===== config.mk =====
export PLATFORM = sky130hd
export DESIGN_NAME = rd_burst_control
export DESIGN_NICKNAME = d
export VERILOG_FILES = /design/src/rtl/rd_burst_control.sv
export SDC_FILE = /design/constraint.sdc
export NUM_CORES = 1
export LEC_CHECK = 0
export CORE_AREA = 2 2 81 83
export CTS_CLUSTER_DIAMETER = 150
export DETAILED_ROUTE_END_ITERATION = 7
export DIE_AREA = 0 0 83 85
export PLACE_DENSITY = 0.82
export SYNTH_ARGS = -nofsm -noshare
export SYNTH_HDL_FRONTEND = slang
export SYNTH_SLANG_ARGS = --single-unit
export TNS_END_PERCENT = 10

===== constraint.sdc =====
create_clock -name clk -period 2.5 [get_ports clk]
set_input_delay 0.5 -clock clk [delete_from_list [all_inputs] [get_ports clk]]
set_output_delay 0.5 -clock clk [all_outputs]
set_load 0.05 [all_outputs]

===== src/rtl/rd_burst_control.sv =====
// rd_burst_control: read burst engine that moves one SDRAM read burst into the read FIFO
// Ports: scheduler command (rd_req, rd_burst_length, rd_burst_address, rd_burst_ack),
//   SDRAM arbitration (hold, holda) with latched burst_length/burst_address,
//   read return (rd_data, rd_valid), FIFO write side (fifo_wen, fifo_wdata, fifo_afull, fifo_full),
//   status (busy, sticky error).
module rd_burst_control #(
    parameter int DATA_WIDTH = 16,
    parameter int LEN_WIDTH  = 9,
    parameter int ADDR_WIDTH = 22
) (
    input  logic                  clk,
    input  logic                  rst,
    input  logic                  rd_req,
    input  logic [LEN_WIDTH-1:0]  rd_burst_length,
    input  logic [ADDR_WIDTH-1:0] rd_burst_address,
    output logic                  rd_burst_ack,
    output logic                  hold,
    input  logic                  holda,
    output logic [LEN_WIDTH-1:0]  burst_length,
    output logic [ADDR_WIDTH-1:0] burst_address,
    input  logic [DATA_WIDTH-1:0] rd_data,
    input  logic                  rd_valid,
    output logic                  fifo_wen,
    output logic [DATA_WIDTH-1:0] fifo_wdata,
    input  logic                  fifo_afull,
    input  logic                  fifo_full,
    output logic                  busy,
    output logic                  error
);
    typedef enum logic [2:0] {IDLE = 3'h1, REQ = 3'h2, BURST = 3'h4} state_t;
    state_t                state_q;
    logic [LEN_WIDTH-1:0]  remaining_q, burst_length_q;
    logic [ADDR_WIDTH-1:0] burst_address_q;
    logic [DATA_WIDTH-1:0] fifo_wdata_q;
    logic                  ack_q, hold_q, fifo_wen_q, busy_q, error_q;
    logic                  last_word;
    assign last_word = rd_valid && remaining_q == LEN_WIDTH'(1);
    always_ff @(posedge clk) begin
        if (rst) begin
            state_q         <= IDLE;
            remaining_q     <= '0;
            burst_length_q  <= '0;
            burst_address_q <= '0;
            fifo_wdata_q    <= '0;
            ack_q           <= 1'b0;
            hold_q          <= 1'b0;
            fifo_wen_q      <= 1'b0;
            busy_q          <= 1'b0;
            error_q         <= 1'b0;
        end else begin
            ack_q      <= 1'b0;
            fifo_wen_q <= 1'b0;
            if ((rd_valid && state_q != BURST) || (fifo_wen_q && fifo_full))
                error_q <= 1'b1;
            case (state_q)
                IDLE: begin
                    // ack_q blocks a second ack while rd_req is still held through the ack cycle
                    if (rd_req && !fifo_afull && !ack_q) begin
                        ack_q <= 1'b1;
                        if (rd_burst_length != '0) begin
                            burst_length_q  <= rd_burst_length;
                            burst_address_q <= rd_burst_address;
                            remaining_q     <= rd_burst_length;
                            state_q         <= REQ;
                            busy_q          <= 1'b1;
                        end
                    end
                end
                REQ: begin
                    hold_q <= 1'b1;
                    if (holda)
                        state_q <= BURST;
                end
                BURST: begin
                    if (rd_valid) begin
                        fifo_wen_q   <= 1'b1;
                        fifo_wdata_q <= rd_data;
                    end
                    // the final word wins over a simultaneous grant loss
                    if (last_word || !holda) begin
                        state_q <= IDLE;
                        hold_q  <= 1'b0;
                        busy_q  <= 1'b0;
                        if (!last_word)
                            error_q <= 1'b1;
                    end else if (rd_valid) begin
                        remaining_q <= remaining_q - LEN_WIDTH'(1);
                    end
                end
                default: begin
                    state_q <= IDLE;
                    hold_q  <= 1'b0;
                    busy_q  <= 1'b0;
                end
            endcase
        end
    end
    assign rd_burst_ack  = ack_q;
    assign hold          = hold_q;
    assign burst_length  = burst_length_q;
    assign burst_address = burst_address_q;
    assign fifo_wen      = fifo_wen_q;
    assign fifo_wdata    = fifo_wdata_q;
    assign busy          = busy_q;
    assign error         = error_q;
endmodule


Yosys cells after proc, flatten, opt, wreduce, memory -nomap -nowiden
Index checks and enable logic that the tools add are counted.
Storage, ports and cells
  register bits: 64
  input bits: 54
  output and inout port bits: 52
  logic and storage cells: 66
Operators by class
  add/sub/neg operators: 1
  eq/ne operators: 11
  multiplexer cells: 21
  bitwise gates (word level): 3
  reduce and logical (&&, ||, !) cells: 20
Operator list (count)
  9-bit 2-to-1 mux: 4
  9-bit one-hot mux with 2 select lines: 1
  3-bit 2-to-1 mux: 4
  2-bit inequality test (second input constant): 6
  9-bit by 1-bit equality test with 1-bit output (second input constant): 1
  1-bit 2-to-1 mux: 9
  3-bit one-hot mux with 3 select lines: 1
  9-bit nonzero test: 1
  9-bit by 1-bit subtractor with 9-bit output (second input constant): 1
  4-bit AND reduction: 2
  1-bit one-hot mux with 3 select lines: 2
  1-bit logical AND: 5
  5-bit AND reduction: 1
  2-bit AND reduction: 2
  2-bit OR reduction: 2
  3-bit by 1-bit equality test with 1-bit output (second input constant): 1
  3-bit by 2-bit equality test with 1-bit output (second input constant): 1
  3-bit equality test (second input constant): 1
  1-bit zero test: 3
  3-bit inequality test (second input constant): 1
  1-bit NOT: 3
  3-bit AND reduction: 1
  1-bit logical OR: 2
  2-bit nonzero test: 1

Logic depth before layout (Yosys ltp)
Gate-level depths: netlist of run 1.
  depth in word-level cells: 7
  depth in mapped cells: 7
  gate-level depth less buffers: 6

Worst setup path before layout of run 1
OpenSTA, ideal clock, no wires.
  path type: register to register
  start: register state_q[0]
  end: register remaining_q[6]
  library setup time: 0.134 ns
  arrival time: 1.597 ns
  data required time: 2.366 ns
  slack: 0.769 ns
  cell stages (with the launch flop): 8
  buffers on the path: 2
  period minus slack after synthesis: 1.731 ns
  cells stage by stage: dfxtp_1 > or3b_1 > buf_6 > a311oi_2 > a21oi_2 > buf_6 > nor2_1 > o32ai_2
On the way
  cells in the longest elaborated chain, start to end: 3
  elaborated cells on any way between the ends: 9
  those cells by class: 6 x eq/ne; 1 x mux; 2 x reduce/logical
RTL lines
  start, declared: line 31  | state_t state_q;
  start signal, assigned: line 40  | state_q <= IDLE;
  start signal, assigned: line 64  | state_q <= REQ;
  start signal, assigned: line 72  | state_q <= BURST;
  3-bit equality test or 3-bit by 1-bit equality test with 1-bit output (tied branches): line 55  | case (state_q)
  2-bit inequality test (no line) or 2-bit nonzero test (tied branches)
  5-bit AND reduction (no line)
  end signal, assigned: line 63  | remaining_q <= rd_burst_length;
  end signal, assigned: line 87  | remaining_q <= remaining_q - LEN_WIDTH'(1);
  end, declared: line 32  | logic [LEN_WIDTH-1:0] remaining_q, burst_length_q;
Parallel ways exist; a longest one is shown, timed or not.
A chain may end at the register's enable or synchronous reset.

Final worst setup path of run 1
  start: register burst_length_q[4] (netlist: burst_length[4])
  end: output burst_length[4]
RTL lines
  start, declared: line 32
  start signal, assigned: line 61  | burst_length_q <= rd_burst_length;
  end, declared: line 19  | output logic [LEN_WIDTH-1:0] burst_length,
No word-level cell between the ends.

==> results_dict.tcl, run 1 <==
set metrics [dict create \
    root_buffer "clkbuf_8" \
    synthTopCellsByArea "dfxtp_1 49%, nand2_1 15%, a21oi_1 12%, clkbuf_1 2.2%, nor2_1 1.9%" \
    required_ns 2.00 \
    cp_max_fo 2 \
    fmax_mhz 502 \
    seqPwrFrac_pct 47.8 \
    worstReg2RegEnd "remaining_q[1]" \
    cts_max_level 3 \
    coreArea_sq_um 6200 \
    finalHoldViolCount 0 \
    num_antenna_cells 0 \
    tightest_slew_ns 0.633 \
    final_area_sq_um 3870 \
    io_buffers 105 \
    grt_pass1_vias 2404 \
    synth_top_area_cell "dfxtp_1" \
    crit_buf_inv 1 \
    avgSynthCellArea_sq_um 7.97 \
    powerDensity_nw_per_um2 589 \
    timing.reg2reg.setup_slack_ns 0.61 \
    hold_class "flop to flop" \
    arrival_ns 1.49 \
    swShare_pct 28.4 \
    drc 0 \
    drive_gt1_share_pct 8.08 \
    worstSkewPairLatency_ns 0.33 \
    async_flop_share_pct 0 \
    ir_worst_vdd_uv 349 \
    crit_path_start_kind "flop" \
    dp_hpwl_mm 4.76 \
    yosysWarnings 0 \
    row_count 29 \
    worst_path_max_delay_cell "clkdlybuf4s50_1" \
    die-area_sq_um 7060 \
    syn-instance-count 325 \
    drt_iter0_drc 136 \
    cts.repair.resized 0 \
    ctsLongestPathBuffers 2 \
    pwr-share-clk_pct 33.3 \
    cap_violations 0 \
    power_frac_comb_pct 18.9 \
    layout_min_cycle_time_ns 1.99 \
    firstDrtPassIters 4 \
    setup_tns_ns 0 \
    num_vias 2521 \
    grt_antenna_before_repair 0 \
    hold_depth 2 \
    ant_nets 0 \
    post-route-util_pct 62.4 \
    maxSlewHeadroom_pct 57.8 \
    initial_core_util_pct 41.7 \
    gp_congestion 0.823 \
    min_period_over_period_pct 79.6 \
    crit_family "buffers and inverters" \
    critPathKind "flop to primary output" \
    p_leak_nw 1.34 \
    worstHoldStart "fifo_wdata[12]" \
    io_pins 106 \
    yosys.cell_types.count 36 \
    die_w_microns 83 \
    status "finished, final reports clean" \
    yosysMostFrequentCell "nand2_1" \
    via_per_inst 4.94 \
    area_growth_pct 49.4 \
    wl_mm 6.62 \
    synthesis.nets 381 \
    wl_per_cell_microns 13.0 \
    cpPeakStageDelay_ns 0.81 \
    cts_tree "built" \
    drv_slew 0 \
    fp.dieH_microns 85 \
    crit_path_end_kind "primary output" \
    hold_end "fifo_wdata[12]" \
    ctsHoldBuffers 0 \
    p_total_w 0.00228 \
    setup_viol 0 \
    numCtsBuffers 9 \
    ys_ff_latch 64 \
    grt_max_degree 33 \
    nFillCells 515 \
    rsz0062_at_grt "false" \
    ys.flop_type "dfxtp_1" \
    fin_cells 510 \
    clk_pin_slew_ns 0.07 \
    yosys-top-cells-count "106 x nand2_1, 64 x dfxtp_1, 62 x a21oi_1" \
    grt_first_pass_wirelength_mm 11.1 \
    r2r_start "state_q[0]" \
    post-place-cells 494 \
    overflow 0 \
    path_cells "clkdlybuf4s50_1" \
    p_int_w 0.00163 \
    clock-sinks 64 \
    finalClockSkew_ns 0.0107 \
    synth-edff-count 0 \
    yosysSeqAreaShare_pct 49.5 \
    grt_use_total_pct 19.3 \
    layout.nets 484 \
    syn_area_sq_um 2590 \
    netlist.area_leader.share_pct 49.5 \
    cts_setup_buffers 0 \
    p_switching_w 0.000646 \
    reg2regPathDepth 6 \
    dpl_cell_area_sq_um 3700 \
]
final cells by class:
type                            count  area, sq um  area share, %
Inverter                            2         7.51          0.194
Multi-Input combinational cell    239         1210           31.2
Clock inverter                      3         17.5          0.453
Clock buffer                       13          149           3.85
Timing Repair Buffer              112         1110           28.7
Sequential cell                    64         1280           33.1
Tap cell                           77         96.3           2.49
power groups by stage:
stage,registers [W],clock network [W],logic (W)
after floorplan,0.00121,0,0.000142
after global placement,0.00111,0,0.000427
after detailed placement,0.00111,0,0.000430
after CTS,0.00109,0.000781,0.000432
after global routing,0.00109,0.000830,0.000459
final,0.00109,0.000760,0.000430
kinds of logic (layout without fill, tap and decap cells):
family	Yosys count	after routing	synth area share, %
compound gates	88	88	20.3
fa+ha+maj	2	2	0.966
buf+inv	22	130	3.91
mux	1	1	0.386
flops	64	64	49.5
simple gates	148	148	25.0
per-layer routing:
metal	global-route usage (%)	vias up	wire (microns)
met5	0	-	0
met4	7.15	0	113
met3	7.10	10	444
met2	32.5	69	3170
met1	22.6	1148	2890
li1	-	1294	-
worst reg2reg max path: stages (launching register included):
cell and delay (ns):
dfxtp_1 0.34, or3b_1 0.42, a311oi_2 0.40, a21oi_2 0.05, buf_4 0.21, a211o_1 0.29, a21oi_2 0.12
how the worst max path moves through the flow:
stage / startpoint / to / slack, ns / depth (start not counted)
6_report: burst_length[4] / burst_length[4] / 0.51 / 1
5_1_grt: rd_req / burst_address[8] / 0.38 / 7
4_1_cts: burst_length[4] / burst_length[4] / 0.49 / 1
3_5_place_dp: rd_req / burst_address[2] / 0.19 / 7
3_3_place_gp: rd_req / remaining_q[1] / 0.25 / 7
2_1_floorplan: state_q[0] / remaining_q[6] / 0.77 / 7
state kept, by name (all words and copies together), names as in the netlist:
register and flops:
burst_address 22, fifo_wdata 16, burst_length 9, remaining_q 9, state_q 3, busy 1
error 1, fifo_wen 1, hold 1, rd_burst_ack 1
layout by cell type (no fill, tap or decap), types with 3 or more instances in the layout:
master / n
a21oi_1: 62
a21oi_2: 4
a31oi_1: 3
and2_1: 5
buf_4: 6
clkbuf_1: 3
clkbuf_8: 10
clkdlybuf4s50_1: 104
dfxtp_1: 64
nand2_1: 106
nand2b_1: 4
nand3_1: 3
nor2_1: 13
nor3_1: 3
nor3b_1: 4
o21ai_0: 6
o32ai_2: 3
per-stage QoR:
step | hold slack, ns | worst slack (ns)
final | 0.454 | 0.509
after global routing | 0.474 | 0.376
after CTS | 0.457 | 0.487
after detailed placement | 0.448 | 0.191
after global placement | 0.441 | 0.252
after floorplan | 0.462 | 0.769
No activity file was read; power rests on OpenSTA's default activity.
==> run 2, diff against run 1 <==
- CORE_AREA: 2 2 81 83 -> 2 2 85 87
- DIE_AREA: 0 0 83 85 -> 0 0 87 89
- PLACE_DENSITY: 0.82 -> 0.78
- clock period: 2.5 -> 1.8 ns (I/O delays scaled with it)
==> run 2 against run 1 <==
Compared with the run above: die area is 9.8% higher; critical path depth grew 6; clock skew is 0.0038 ns lower; first-iteration DRC count decreased by 3.7%; setup slack lost 0.41 ns; via count grew 4.0%; global-route usage is 1.5 points lower; register-to-register slack got worse by 0.50 ns; total power is 41% higher; critical path type is now input pin to flop; largest cell class unchanged.
==> results_dict.tcl, run 2 (synthesized netlist as in run 1, its figures left out) <==
set metrics [dict create \
    status "finished, final reports clean" \
    drv_slew 0 \
    cp_max_fo 15 \
    fin_hold_ws_ns 0.455 \
    arrival_ns 1.97 \
    finalClockSkew_ns 0.00695 \
    coreArea_sq_um 6720 \
    grt_use_total_pct 17.8 \
    hold_class "flop to flop" \
    final_area_sq_um 3980 \
    cpPeakStageDelay_ns 0.46 \
    num_vias 2622 \
    grt_max_degree 35 \
    grt_use_met3_pct 4.52 \
    tightest_slew_ns 0.620 \
    fp.dieH_microns 89 \
    numCtsBuffers 9 \
    crit_path_start_kind "input pin" \
    via_per_inst 4.85 \
    die_w_microns 87 \
    cts_tree "built" \
    worstSkewPairLatency_ns 0.33 \
    layout_min_cycle_time_ns 1.70 \
    layout.cells.most_common "nand2_1" \
    largest_register_ffs 22 \
    wl_mm 6.90 \
    required_ns 2.06 \
    firstDrtPassIters 4 \
    cap_violations 0 \
    worst_path_max_delay_cell "clkdlybuf4s50_1" \
    ant_nets 0 \
    grt_util_met1_pct 21.6 \
    grt_first_pass_wirelength_mm 11.0 \
    maxSlewHeadroom_pct 58.7 \
    drt_iter0_drc 131 \
    ir_worst_vdd_uv 414 \
    critPathKind "input pin to flop" \
    dp_hpwl_mm 5.16 \
    row_count 30 \
    layout.nets 512 \
    path_cells "clkdlybuf4s50_1 -> nor3b_1 -> and2_1 -> a21oi_2 -> buf_12 -> a211o_1 -> a21oi_2" \
    setup_viol 0 \
    gp_congestion 0.826 \
    drive_gt1_share_pct 26.2 \
    area_growth_pct 53.8 \
    num_antenna_cells 0 \
    min_period_over_period_pct 94.7 \
    die-area_sq_um 7740 \
    clock-sinks 64 \
    ctsLongestPathBuffers 2 \
    grt_pass1_vias 2495 \
    crit_path_end_kind "flop" \
    grt_busiest_layer "met2" \
    overflow 0 \
    p_leak_nw 1.59 \
    grt_antenna_before_repair 0 \
    io_pins 106 \
    dpl_cell_area_sq_um 3790 \
    drc 0 \
    layout_common_cells "106 x nand2_1, 85 x buf_4, 64 x dfxtp_1" \
    rsz0062_at_grt "false" \
    root_buffer "clkbuf_8" \
    wl_per_cell_microns 12.8 \
    cts_max_level 3 \
    powerDensity_nw_per_um2 806 \
    met2_usage_pct 30.7 \
    finalHoldViolCount 0 \
    setup_tns_ns 0 \
    initial_core_util_pct 38.5 \
    nFillCells 601 \
    crit_buf_inv 2 \
    cts_setup_buffers 0 \
    crit_family "buffers and inverters" \
    cpMostUsedCell "a21oi_2" \
    clk_pin_slew_ns 0.07 \
    fmax_mhz 587 \
    io_buffers 105 \
]
[run 2: metrics by stage]
| stage | instances | util [%] | total power [W] | worst slack (ns) |
|---|---|---|---|---|
| 6_report | 541 | 59.3 | 0.00321 | 0.0951 |
| 5_1_grt | 541 | 59.3 | 0.00338 | 0.0170 |
| 4_1_cts | 541 | 58.9 | 0.00325 | 0.0551 |
| 3_5_place_dp | 525 | 56.4 | 0.00218 | -0.290 |
| 3_3_place_gp | 525 | 56.4 | 0.00217 | -0.266 |
| 2_1_floorplan | 325 | - | 0.00188 | 0.0691 |
[run 2: power by group]
group          switching (W)  internal [W]  total (W)
clock               0.000558      0.000498    0.00106
sequential         0.0000363       0.00147    0.00151
combinational       0.000357      0.000290   0.000647
[run 2: worst register-to-register path: stages, from the launching register on]
cell and delay, ns:
dfxtp_1 0.31, or3b_1 0.42, a311oi_2 0.26, a21oi_2 0.08
buf_12 0.16, a211o_1 0.28, a21oi_2 0.12
[run 2: layout make-up]
type	count	area [sq um]	share of cell area (%)
multi-input combinational	239	1230	30.8
inverter	2	7.51	0.188
sequential	64	1280	32.2
clock inverter	7	47.5	1.19
timing repair buffer	140	1190	30.0
clock buffer	9	124	3.11
tap	80	100	2.51
[run 2: final timing paths]
| check | from | endpoint | slack [ns] | cells past startpoint |
|---|---|---|---|---|
| max | rd_req | remaining_q[1] | 0.1 | 7 |
| min | fifo_wdata[15] | fifo_wdata[15] | 0.45 | 2 |
| max reg2reg | state_q[0] | remaining_q[1] | 0.11 | 6 |
| min reg2reg | fifo_wdata[15] | fifo_wdata[15] | 0.45 | 2 |
[run 2: per-layer routing]
metal  wire, microns  vias to the layer above
li1                -                     1354
met5               0                        -
met1            2950                     1190
met3             401                        6
met4              65                        0
met2            3480                       72
[run 2: what timing repair did]
action,4_1_cts,5_1_grt
endpoints found under the setup margin,0,26
gates resized for setup,0,6
hold buffers,0,0
hold endpoints to repair,0,0
==> run 3, diff against run 2 <==
- RECOVER_POWER: not set -> 25
==> run 3 against run 2 <==
Compared with the run above: non-clock buffer count unchanged; cell count is the same; design area shrank 2.6%; combinational power is 3.1% lower; die area stayed put; register-to-register slack about the same; sequential share of layout area increased by 0.87 points.
==> results_dict.tcl, run 3 (synthesized netlist as in run 1, its figures left out) <==
set metrics [dict create \
    status "finished, final reports clean" \
    wl_per_cell_microns 12.8 \
    ant_nets 0 \
    arrival_ns 1.97 \
    wl_met2_mm 3.48 \
    clk_pin_slew_ns 0.07 \
    swShare_pct 29.8 \
    p_leak_nw 1.47 \
    grt_use_total_pct 17.8 \
    largest_register_ffs 22 \
    die_w_microns 87 \
    root_buffer "clkbuf_8" \
    tightest_slew_ns 0.620 \
    hold_depth 2 \
    highest-signal-layer "met4" \
    ir_worst_vdd_uv 413 \
    firstDrtPassIters 4 \
    num_antenna_cells 0 \
    min_period_over_period_pct 94.9 \
    cts_max_level 3 \
    seqPwrFrac_pct 47.3 \
    fp.dieH_microns 89 \
    setup_viol 0 \
    layout.nets 512 \
    dp_hpwl_mm 5.16 \
    pre_cts_ws_ns -0.290 \
    drt_iter0_drc 119 \
    cap_violations 0 \
    setup_slack_ns 0.0918 \
    worstHoldStart "fifo_wdata[15]" \
    p_int_w 0.00224 \
    setup_tns_ns 0 \
    grt_first_pass_wirelength_mm 11.0 \
    fin_hold_ws_ns 0.454 \
    route.met3.wl_microns 417 \
    powerDensity_nw_per_um2 823 \
    drv_slew 0 \
    ctsLongestPathBuffers 2 \
    initial_core_util_pct 38.5 \
    drc 0 \
    coreArea_sq_um 6720 \
    crit_path_end_kind "flop" \
    met1_length_mm 2.98 \
    timing.reg2reg.setup_slack_ns 0.11 \
    grt_antenna_before_repair 0 \
    critPathKind "input pin to flop" \
    finalClockSkew_ns 0.00673 \
    die-area_sq_um 7740 \
    finalHoldViolCount 0 \
    row_count 30 \
    num_vias 2612 \
    via_per_inst 4.83 \
    r2r_start "state_q[0]" \
    maxSlewHeadroom_pct 58.7 \
    numCtsBuffers 9 \
    fmax_mhz 585 \
    drive_gt1_share_pct 20.2 \
    worstReg2RegEnd "remaining_q[1]" \
    area_growth_pct 49.8 \
    grt_max_degree 35 \
    clock-sinks 64 \
    layout_common_cells "106 x nand2_1, 64 x dfxtp_1, 62 x a21oi_1" \
    hold_class "flop to flop" \
    worstSkewPairLatency_ns 0.33 \
    pwr-share-clk_pct 33.1 \
    post-route-util_pct 57.7 \
    reg2regPathDepth 6 \
    overflow 0 \
    wl_mm 6.92 \
    layout_min_cycle_time_ns 1.71 \
    cts_setup_buffers 0 \
    io_pins 106 \
    p_switching_w 0.000951 \
    gp_congestion 0.826 \
    hold_end "fifo_wdata[15]" \
    rsz0062_at_grt "false" \
    cts_tree "built" \
    grt_pass1_vias 2495 \
    io_buffers 105 \
    layout.cells.most_common "nand2_1" \
    cp_max_fo 15 \
    crit_path_start_kind "input pin" \
    required_ns 2.06 \
    power_frac_comb_pct 19.6 \
]
## run 3: changes by cell type in the layout (fill, tap and decap cells not counted), sizes merged
cell    previous run  this run
buf               88        60
clkbuf             9        37
## run 3: per-layer routing
layer	track usage, %	vias to the layer above
met5	0	-
met4	6.53	0
met3	4.52	2
met2	30.7	75
met1	21.6	1182
li1	-	1353
## run 3: area by class of cell
| cell class | instances | area (sq um) |
|---|---|---|
| well taps | 80 | 100 |
| fillers | 622 | 2840 |
| repair buffers | 140 | 1090 |
| clock inverters | 7 | 47.5 |
| clock buffers | 9 | 124 |
| inverters | 2 | 7.51 |
| flip-flops and latches | 64 | 1280 |
| multi-input cells | 239 | 1230 |
## run 3: how the worst max path moves through the flow
stage	start	endpoint	slack [ns]	cells after the start
2_1_floorplan	state_q[0]	remaining_q[6]	0.07	7
5_1_grt	state_q[0]	remaining_q[1]	0.02	6
3_5_place_dp	rd_req	burst_address[6]	-0.29	7
4_1_cts	state_q[0]	remaining_q[1]	0.06	6
6_report	rd_req	remaining_q[1]	0.09	7
3_3_place_gp	rd_req	remaining_q[1]	-0.27	7
## run 3: per-stage QoR
step	std cells	total power [W]	area (sq um)
after global routing	541	0.00336	3880
after detailed placement	525	0.00218	3790
after floorplan	325	0.00188	2590
after global placement	525	0.00217	3790
after CTS	541	0.00325	3960
final	541	0.00319	3880
## run 3: worst max-delay path: stages
cell and delay, ns:
clkdlybuf4s50_1 0.46, nor3b_1 0.26, and2_1 0.25, a21oi_2 0.09
buf_12 0.16, a211o_1 0.27, a21oi_2 0.12
## run 3: what timing repair did
| item | 4_1_cts | 5_1_grt |
|---|---|---|
| endpoints found under the hold margin | 0 | 0 |
| hold buffers | 0 | 0 |
| endpoints found under the setup margin | 0 | 26 |
| gates resized for setup | 0 | 6 |
## run 3: power groups by stage
| stage | combinational (W) | sequential [W] | clock [W] |
|---|---|---|---|
| after floorplan | 0.000197 | 0.00169 | 0 |
| after global placement | 0.000633 | 0.00154 | 0 |
| after detailed placement | 0.000641 | 0.00154 | 0 |
| after CTS | 0.000645 | 0.00151 | 0.00109 |
| after global routing | 0.000677 | 0.00152 | 0.00116 |
| final | 0.000627 | 0.00151 | 0.00106 |
